File: src/rtl/fb_pkg.sv
// Shared framebuffer geometry, pixel format and fill-engine state encoding.
// vga_mem imports the same package, so both sides agree on the framebuffer layout.
package fb_pkg;

    localparam int FB_RES_X     = 320;
    localparam int FB_RES_Y     = 240;
    localparam int FB_MEM_WIDTH = 8;     // 0b00RRGGBB

    function automatic int fb_addr_width(input int res_x, input int res_y);
        return $clog2(res_x * res_y);
    endfunction

    localparam int FB_ADDR_WIDTH = fb_addr_width(FB_RES_X, FB_RES_Y);

    typedef enum logic [1:0] {
        IDLE  = 2'd0,
        SETUP = 2'd1,
        FILL  = 2'd2,
        DONE  = 2'd3
    } fill_state_t;

endpackage

File: src/rtl/fb_rect_fill.sv
// Solid rectangle fill engine: clips a command to the framebuffer and then
// streams one write per cycle in row-major order.
//
// state | meaning
// IDLE  | cmd_ready high, waiting for a command
// SETUP | clip to framebuffer, load counters, compute first row base
// FILL  | one pixel write per cycle
// DONE  | one-cycle done pulse, no write
module fb_rect_fill
    import fb_pkg::*;
#(
    parameter int RES_X      = FB_RES_X,
    parameter int RES_Y      = FB_RES_Y,
    parameter int MEM_WIDTH  = FB_MEM_WIDTH,
    parameter int ADDR_WIDTH = fb_addr_width(RES_X, RES_Y)
) (
    input  logic                       clk,
    input  logic                       rst,
    input  logic                       cmd_valid,
    output logic                       cmd_ready,
    input  logic [$clog2(RES_X)-1:0]   cmd_x0,
    input  logic [$clog2(RES_Y)-1:0]   cmd_y0,
    input  logic [$clog2(RES_X):0]     cmd_w,
    input  logic [$clog2(RES_Y):0]     cmd_h,
    input  logic [MEM_WIDTH-1:0]       cmd_color,
    output logic [ADDR_WIDTH-1:0]      mem_addr,
    output logic [MEM_WIDTH-1:0]       din,
    output logic                       wen,
    output logic                       busy,
    output logic                       done
);

    localparam int XW = $clog2(RES_X);
    localparam int YW = $clog2(RES_Y);
    localparam logic [XW+1:0]         RX_EXT   = (XW+2)'(RES_X);
    localparam logic [YW+1:0]         RY_EXT   = (YW+2)'(RES_Y);
    localparam logic [ADDR_WIDTH-1:0] ROW_STEP = ADDR_WIDTH'(RES_X);

    fill_state_t state, state_nxt;

    logic                  ready_en;
    logic [XW-1:0]         x0_q, x_cur;
    logic [YW-1:0]         y0_q;
    logic [XW:0]           w_q, x_cnt, x_reload;
    logic [YW:0]           h_q, y_cnt;
    logic [MEM_WIDTH-1:0]  color_q;
    logic [ADDR_WIDTH-1:0] row_base;

    logic [XW+1:0] room_x, eff_w;
    logic [YW+1:0] room_y, eff_h;
    logic          cmd_empty, accept, row_end, last_pix;

    // room_x/room_y wrap when the origin is off-screen; cmd_empty masks that case
    always_comb begin
        room_x    = RX_EXT - {2'b00, x0_q};
        room_y    = RY_EXT - {2'b00, y0_q};
        eff_w     = ({1'b0, w_q} < room_x) ? {1'b0, w_q} : room_x;
        eff_h     = ({1'b0, h_q} < room_y) ? {1'b0, h_q} : room_y;
        cmd_empty = ({2'b00, x0_q} >= RX_EXT) || ({2'b00, y0_q} >= RY_EXT) ||
                    (eff_w == '0) || (eff_h == '0);
    end

    assign accept   = cmd_valid && cmd_ready;
    assign row_end  = (x_cnt == '0);
    assign last_pix = row_end && (y_cnt == '0);

    always_ff @(posedge clk or negedge rst) begin
        if (!rst) state <= IDLE;
        else      state <= state_nxt;
    end

    // keeps cmd_ready low while reset is held, even though the state reads IDLE
    always_ff @(posedge clk or negedge rst) begin
        if (!rst) ready_en <= 1'b0;
        else      ready_en <= 1'b1;
    end

    always_comb begin
        state_nxt = state;
        case (state)
            IDLE:    if (accept) state_nxt = SETUP;
            SETUP:   state_nxt = cmd_empty ? DONE : FILL;
            FILL:    if (last_pix) state_nxt = DONE;
            DONE:    state_nxt = IDLE;
            default: state_nxt = IDLE;
        endcase
    end

    assign cmd_ready = ready_en && (state == IDLE);
    assign busy      = (state != IDLE);
    assign done      = (state == DONE);
    assign wen       = (state == FILL);
    assign mem_addr  = wen ? (row_base + ADDR_WIDTH'(x_cur)) : '0;
    assign din       = wen ? color_q : '0;

    always_ff @(posedge clk or negedge rst) begin
        if (!rst) begin
            x0_q     <= '0;
            y0_q     <= '0;
            w_q      <= '0;
            h_q      <= '0;
            color_q  <= '0;
            x_cur    <= '0;
            x_cnt    <= '0;
            x_reload <= '0;
            y_cnt    <= '0;
            row_base <= '0;
        end else begin
            case (state)
                IDLE: begin
                    if (accept) begin
                        x0_q    <= cmd_x0;
                        y0_q    <= cmd_y0;
                        w_q     <= cmd_w;
                        h_q     <= cmd_h;
                        color_q <= cmd_color;
                    end
                end
                SETUP: begin
                    x_cur    <= x0_q;
                    x_cnt    <= eff_w[XW:0] - (XW+1)'(1);
                    x_reload <= eff_w[XW:0] - (XW+1)'(1);
                    y_cnt    <= eff_h[YW:0] - (YW+1)'(1);
                    row_base <= ADDR_WIDTH'(y0_q) * ROW_STEP;
                end
                FILL: begin
                    // row stepping is a running add, so no per-pixel multiply
                    if (row_end) begin
                        x_cnt    <= x_reload;
                        x_cur    <= x0_q;
                        y_cnt    <= y_cnt - (YW+1)'(1);
                        row_base <= row_base + ROW_STEP;
                    end else begin
                        x_cnt <= x_cnt - (XW+1)'(1);
                        x_cur <= x_cur + XW'(1);
                    end
                end
                default: ;
            endcase
        end
    end

endmodule
File: config.mk
export PLATFORM = sky130hd
export DESIGN_NAME = fb_rect_fill
export DESIGN_NICKNAME = d
export VERILOG_FILES = /design/src/rtl/fb_pkg.sv /design/src/rtl/fb_rect_fill.sv
export SDC_FILE = /design/constraint.sdc
export NUM_CORES = 1
export LEC_CHECK = 0
export CAP_MARGIN = 5
export CORE_ASPECT_RATIO = 0.8
export CORE_MARGIN = 10
export CORE_UTILIZATION = 50
export CTS_BUF_LIST = sky130_fd_sc_hd__clkbuf_16
export DETAILED_ROUTE_END_ITERATION = 10
export GPL_ROUTABILITY_DRIVEN = 1
export PLACE_DENSITY = 0.72
export SLEW_MARGIN = 30
export SYNTH_ARGS = -nofsm -noshare
export SYNTH_HDL_FRONTEND = slang
export SYNTH_SLANG_ARGS = --single-unit
File: constraint.sdc
create_clock -name clk -period 5.3 [get_ports clk]
set_input_delay 0.795 -clock clk [delete_from_list [all_inputs] [get_ports clk]]
set_output_delay 0.795 -clock clk [all_outputs]
set_load 0.02 [all_outputs]
Word-level counts from Yosys, hierarchy flattened
Cells that the tools add are included. Widths: inputs -> output; s select.

Register bits after elaboration: 102. Input bits: 47. Output and inout port bits: 29. Word-level logic and storage cells: 64.

Add/subtract/negate cells: 9. $mul: 1. $lt $le $gt $ge: 4. Eq/ne operators: 6. Mux-type cells: 16. Reduce and logical (&&, ||, !) cells: 16.

Operators by type and width (number): $pmux 9 s2 (2); $mux 17 (2); $pmux 17 s2 (1); $logic_not 10->1 (2); $mux 10 (2); $pmux 10 s2 (1); $sub 10x1->10 const B (2); $mux 9 (2); $sub 9x1->9 const B (2); $add 17x9->17 (1); $add 17x9->17 const B (1); $logic_not 11->1 (1); $lt 10x11->1 (1); $mul 8x3->11 const B (1); $mux 11 (1); $lt 9x10->1 (1); $sub 9x9->10 const A (1); $add 9x1->9 const B (1); $ge 9x9->1 const B (1); $logic_not 9->1 (1); $sub 8x8->9 const A (1); $ge 8x8->1 const B (1); $mux 8 (1); $pmux 2 s4 (1); 11 further kinds (21).

Depth between registers and ports, before layout
Depth in word-level cells: 8. Mapped depth: 21. Depth with buffers taken out: 20.

Least setup slack after synthesis
Ideal clock, no wire load.

Path kind: register to register. Start: register x0_q[3]. End: register x_cnt[8]. Library setup time: 131 ps. Arrival time: 3947 ps. Required time: 5169 ps. Setup slack: 1222 ps. Stages on the path, launching flop included: 20. Path buffers: 1. Clock period less this slack: 4078 ps. Cells stage by stage: dfrtp_1 -> nor3_1 -> nand2_1 -> xnor2_1 -> ha_1 -> a21o_1 -> a21oi_1 -> o21ai_0 -> maj3_1 -> o211ai_2 -> buf_2 -> nor2_1 -> a21oi_1 -> ha_1 -> nand3_1 -> nor2_1 -> nand4_1 -> xor2_1 -> o21ai_0 -> o21ai_0.

Word-level cells in the longest chain between the ends: 5.

Ends and longest elaborated chain: from (decl) (RTL line fb_rect_fill.sv:42) `logic [XW-1:0] x0_q, x_cur;`; from (signal assigned) (RTL line fb_rect_fill.sv:112) `x0_q <= cmd_x0;`; $sub 9x9->10 * (RTL line fb_rect_fill.sv:55) `room_x = RX_EXT - {2'b00, x0_q};`; $lt 10x11->1 (RTL line fb_rect_fill.sv:57) `eff_w = ({1'b0, w_q} < room_x) ? {1'b0, w_q} : room_x;`; $mux 11 * (RTL line fb_rect_fill.sv:57); $sub 10x1->10 * (RTL line fb_rect_fill.sv:121) `x_cnt <= eff_w[XW:0] - (XW+1)'(1);`; $pmux 10 s2 * (RTL line fb_rect_fill.sv:109) `case (state)`; to (signal assigned) (RTL line fb_rect_fill.sv:121); to (signal assigned) (RTL line fb_rect_fill.sv:129) `x_cnt <= x_reload;`; to (signal assigned) (RTL line fb_rect_fill.sv:134) `x_cnt <= x_cnt - (XW+1)'(1);`; to (decl) (RTL line fb_rect_fill.sv:44) `logic [XW:0] w_q, x_cnt, x_reload;`.

Every way passes the cells marked *; elsewhere a longest branch is shown, timed or not. A chain may end at the register's enable or synchronous reset.

Worst setup path in the final report
Same ends and word-level chain as after synthesis.

==> results.json <==
{
  "cp_slowest_cell": "xnor2_1",
  "synthFlopType": "dfrtp_1",
  "arrival_ns": 4.94,
  "layout_min_cycle_time_ns": 4.70,
  "cts_root_buf": "clkbuf_16",
  "synth_edf_count": 0,
  "cts_setup_buffers": 0,
  "die_x_um": 149,
  "grt_max_degree": 60,
  "synth_warnings": 0,
  "drive_gt1_share_pct": 11.4,
  "cts.sinks": 96,
  "io_pins": 76,
  "dieArea_um2": 18200,
  "cts_tree": "built",
  "peakVddDrop_mv": 0.385,
  "crit_chain": "nor3_1, nand2_1, xnor2_1, ha_1, a21o_1, a21oi_1, o21ai_0, maj3_1, o211ai_2, buf_4, nor2_1, a21oi_1, ha_1, nand3_1, nor2_1, nand4_1, xor2_1, o21ai_0, o21ai_0",
  "ctsResizeCount": 0,
  "cts_buffer_depth": 2,
  "required_ns": 5.54,
  "rsz0062_at_grt": "false",
  "worst_pin_slew_ns": 0.748,
  "slew_headroom_pct": 50.1,
  "gr-usage-all-layers_pct": 19.8,
  "gp_congestion": 0.981,
  "overflow": 0,
  "grt_pass1_wl_mm": 29.3,
  "utilization_pct": 60.4,
  "via_per_inst": 5.87,
  "crit_path_start_kind": "register",
  "final_max_slew_viol_count": 0,
  "cpMostUsedCell": "o21ai_0",
  "fin_hold_ws_ns": 0.390,
  "std_cell_rows": 37,
  "antenna_found_initial": 0,
  "via_count": 5611,
  "core_area_um2": 12900,
  "synth.distinct_cells": 64,
  "max-cap-violations": 0,
  "cp_top_family": "compound AO/OA/AOI/OAI gates",
  "initial_core_util_pct": 51.1,
  "post-dp-hpwl_mm": 13.2,
  "place_inst": 940,
  "drt_iter0_drc": 527,
  "syn_to_final_growth_pct": 18.1,
  "avgSynthCellArea_um2": 9.21,
  "seq_area_frac_synth_pct": 36.4,
  "avgRoutedWirePerCell_um": 18.2,
  "end_kind": "register",
  "synth-seq-cells": 96,
  "antenna_cells": 0,
  "antenna_left": 0,
  "layout_common_cells": "dfrtp_1 (96), clkdlybuf4s50_1 (74), nand2_1 (56)",
  "clkLatencyLatePin_ns": 0.36,
  "status": "finished, final reports clean",
  "drt_pass1_iterations": 5,
  "cellPowerDensity_nw_per_um2": 783,
  "setup_tns_ns": 0,
  "clk_pin_slew_worst_paths_ns": 0.08,
  "io_buffers": 75,
  "fin_nets": 864,
  "final_common_cell": "dfrtp_1",
  "cpPeakStageDelay_ns": 0.47,
  "die_h_um": 123,
  "cp_max_fo": 15,
  "synth_area_um2": 6610,
  "stdcell_count": 956,
  "crit_type": "reg -> reg",
  "fin_skew_ns": 0.0116,
  "numCtsBuffers": 9,
  "first_global_vias": 5585,
  "hold_viol": 0,
  "hold_path.class": "in -> async",
  "path_buf_inv": 1,
  "cts_hold_buf": 0,
  "fin_crit_sh_pct": 88.6,
  "synthCells": 717,
  "p_leak_nw": 3.28,
  "syn-num-nets": 805,
  "htreeDepth": 3,
  "drc": 0,
  "finalSetupViolCount": 0,
  "synthArstFlopShare_pct": 100,
  "totalWireLength_mm": 17.4,
  "fmax_mhz": 213
}
==> per-stage QoR <==
| stage | setup slack [ns] | total power [W] | instance area, um^2 |
|---|---|---|---|
| after CTS | 0.641 | 0.00607 | 7800 |
| after global routing | 0.0430 | 0.00664 | 7800 |
| after floorplan | 1.22 | 0.00430 | 6610 |
| after detailed placement | 0.648 | 0.00538 | 7500 |
| after global placement | 0.940 | 0.00524 | 7500 |
| final | 0.603 | 0.00610 | 7800 |
==> cell families after synthesis <==
| logic type | count (synthesis) | share of synthesized area [%] |
|---|---|---|
| simple gates | 222 | 17.3 |
| compound gates | 171 | 16.6 |
| flops | 96 | 36.4 |
| fa+ha+maj | 42 | 8.03 |
| mux | 66 | 11.0 |
| buf+inv | 67 | 3.85 |
| xor+xnor | 52 | 6.90 |
| other cells | 1 | 0.0568 |
==> flip-flops by register name, summed over array words and instances (netlist names) <==
name,count
color_q,8
h_q,9
ready_en,1
row_base,11
state,2
w_q,10
x0_q,9
x_cnt,10
x_cur,9
x_reload,10
y0_q,8
y_cnt,9
==> final timing paths <==
| path | startpoint | endpoint | slack (ns) | cells after the start |
|---|---|---|---|---|
| max | x0_q[3]$_DFFE_PN0P_ | x_cnt[8]$_DFFE_PN0P_ | 0.60 | 19 |
| min | rst | x_cur[7]$_DFFE_PN0P_ | 0.39 | 1 |
| max reg2reg | x0_q[3]$_DFFE_PN0P_ | x_cnt[8]$_DFFE_PN0P_ | 0.60 | 19 |
| min reg2reg | color_q[4]$_DFFE_PN0P_ | color_q[4]$_DFFE_PN0P_ | 0.50 | 1 |
| max in group asynchronous | rst | h_q[1]$_DFFE_PN0P_ | 3.78 | 2 |
| min in group clk | color_q[4]$_DFFE_PN0P_ | color_q[4]$_DFFE_PN0P_ | 0.50 | 1 |
==> per-layer routing <==
metal | vias up | GRT usage (%) | wire length, um | share of wire (%)
met2 | 201 | 28.1 | 7360 | 42
met3 | 24 | 5.85 | 1390 | 8.0
met4 | 0 | 6.98 | 293 | 1.7
met5 | - | 0 | 0 | 0
met1 | 2681 | 28.0 | 8380 | 48
li1 | 2705 | - | - | -
==> worst register-to-register path: stages (launching register included) <==
cell      delay (ns)
dfrtp_1         0.44
nor3_1          0.35
nand2_1         0.12
xnor2_1         0.47
ha_1            0.35
a21o_1          0.18
a21oi_1         0.12
o21ai_0         0.09
maj3_1          0.37
o211ai_2        0.14
buf_4           0.24
nor2_1          0.08
a21oi_1         0.23
ha_1            0.31
nand3_1         0.15
nor2_1          0.21
nand4_1         0.14
xor2_1          0.18
o21ai_0         0.26
o21ai_0         0.14
==> power breakdown <==
group | switching (W) | internal, W | total, W | leakage, nW
logic | 0.00212 | 0.00166 | 0.00378 | 1.99
clock network | 0.000302 | 0.000366 | 0.000668 | 0.145
registers | 0.000534 | 0.00112 | 0.00165 | 1.14
==> area by class of cell <==
type,count,area [um^2]
multi-input combinational,554,3950
clock inverter,7,68.8
inverter,32,120
clock buffer,9,225
fill,1105,5120
timing repair buffer,83,808
sequential,96,2400
tap,175,219
==> synthesized netlist by cell type, drive strengths merged (3+ instances only) <==
library cell  instances  area, um^2
xnor2                29         254
buf                   6        23.8
a21oi                41         205
o21ai                47         235
o22ai                 9        56.3
mux2i                15         150
a21o                 11        82.6
a22o                  3        26.3
o2111ai               4        35.0
and2                 17         106
xor2                 23         201
clkbuf               29         110
nor4                 11        90.1
o31ai                 4        30.0
o211ai               11        87.6
nand2b                4        25.0
nand4                 7        50.1
a211o                 3        26.3
and3                  3        18.8
nor3b                 5        37.5
nand3                23         115
nor4b                 4        35.0
o221ai                5        43.8
nor2b                 6        37.5
o21a                  3        22.5
dfrtp                96        2400
or4                   5        45.0
mux2                 51         574
or3                   5        33.8
nor2                 50         188
nor3                 20         100
a31oi                 9        56.3
inv                  32         120
ha                   40         500
a21boi                3        22.5
a211oi                5        37.5
nand2                57         214
No activity file was read; power rests on OpenSTA's default activity.
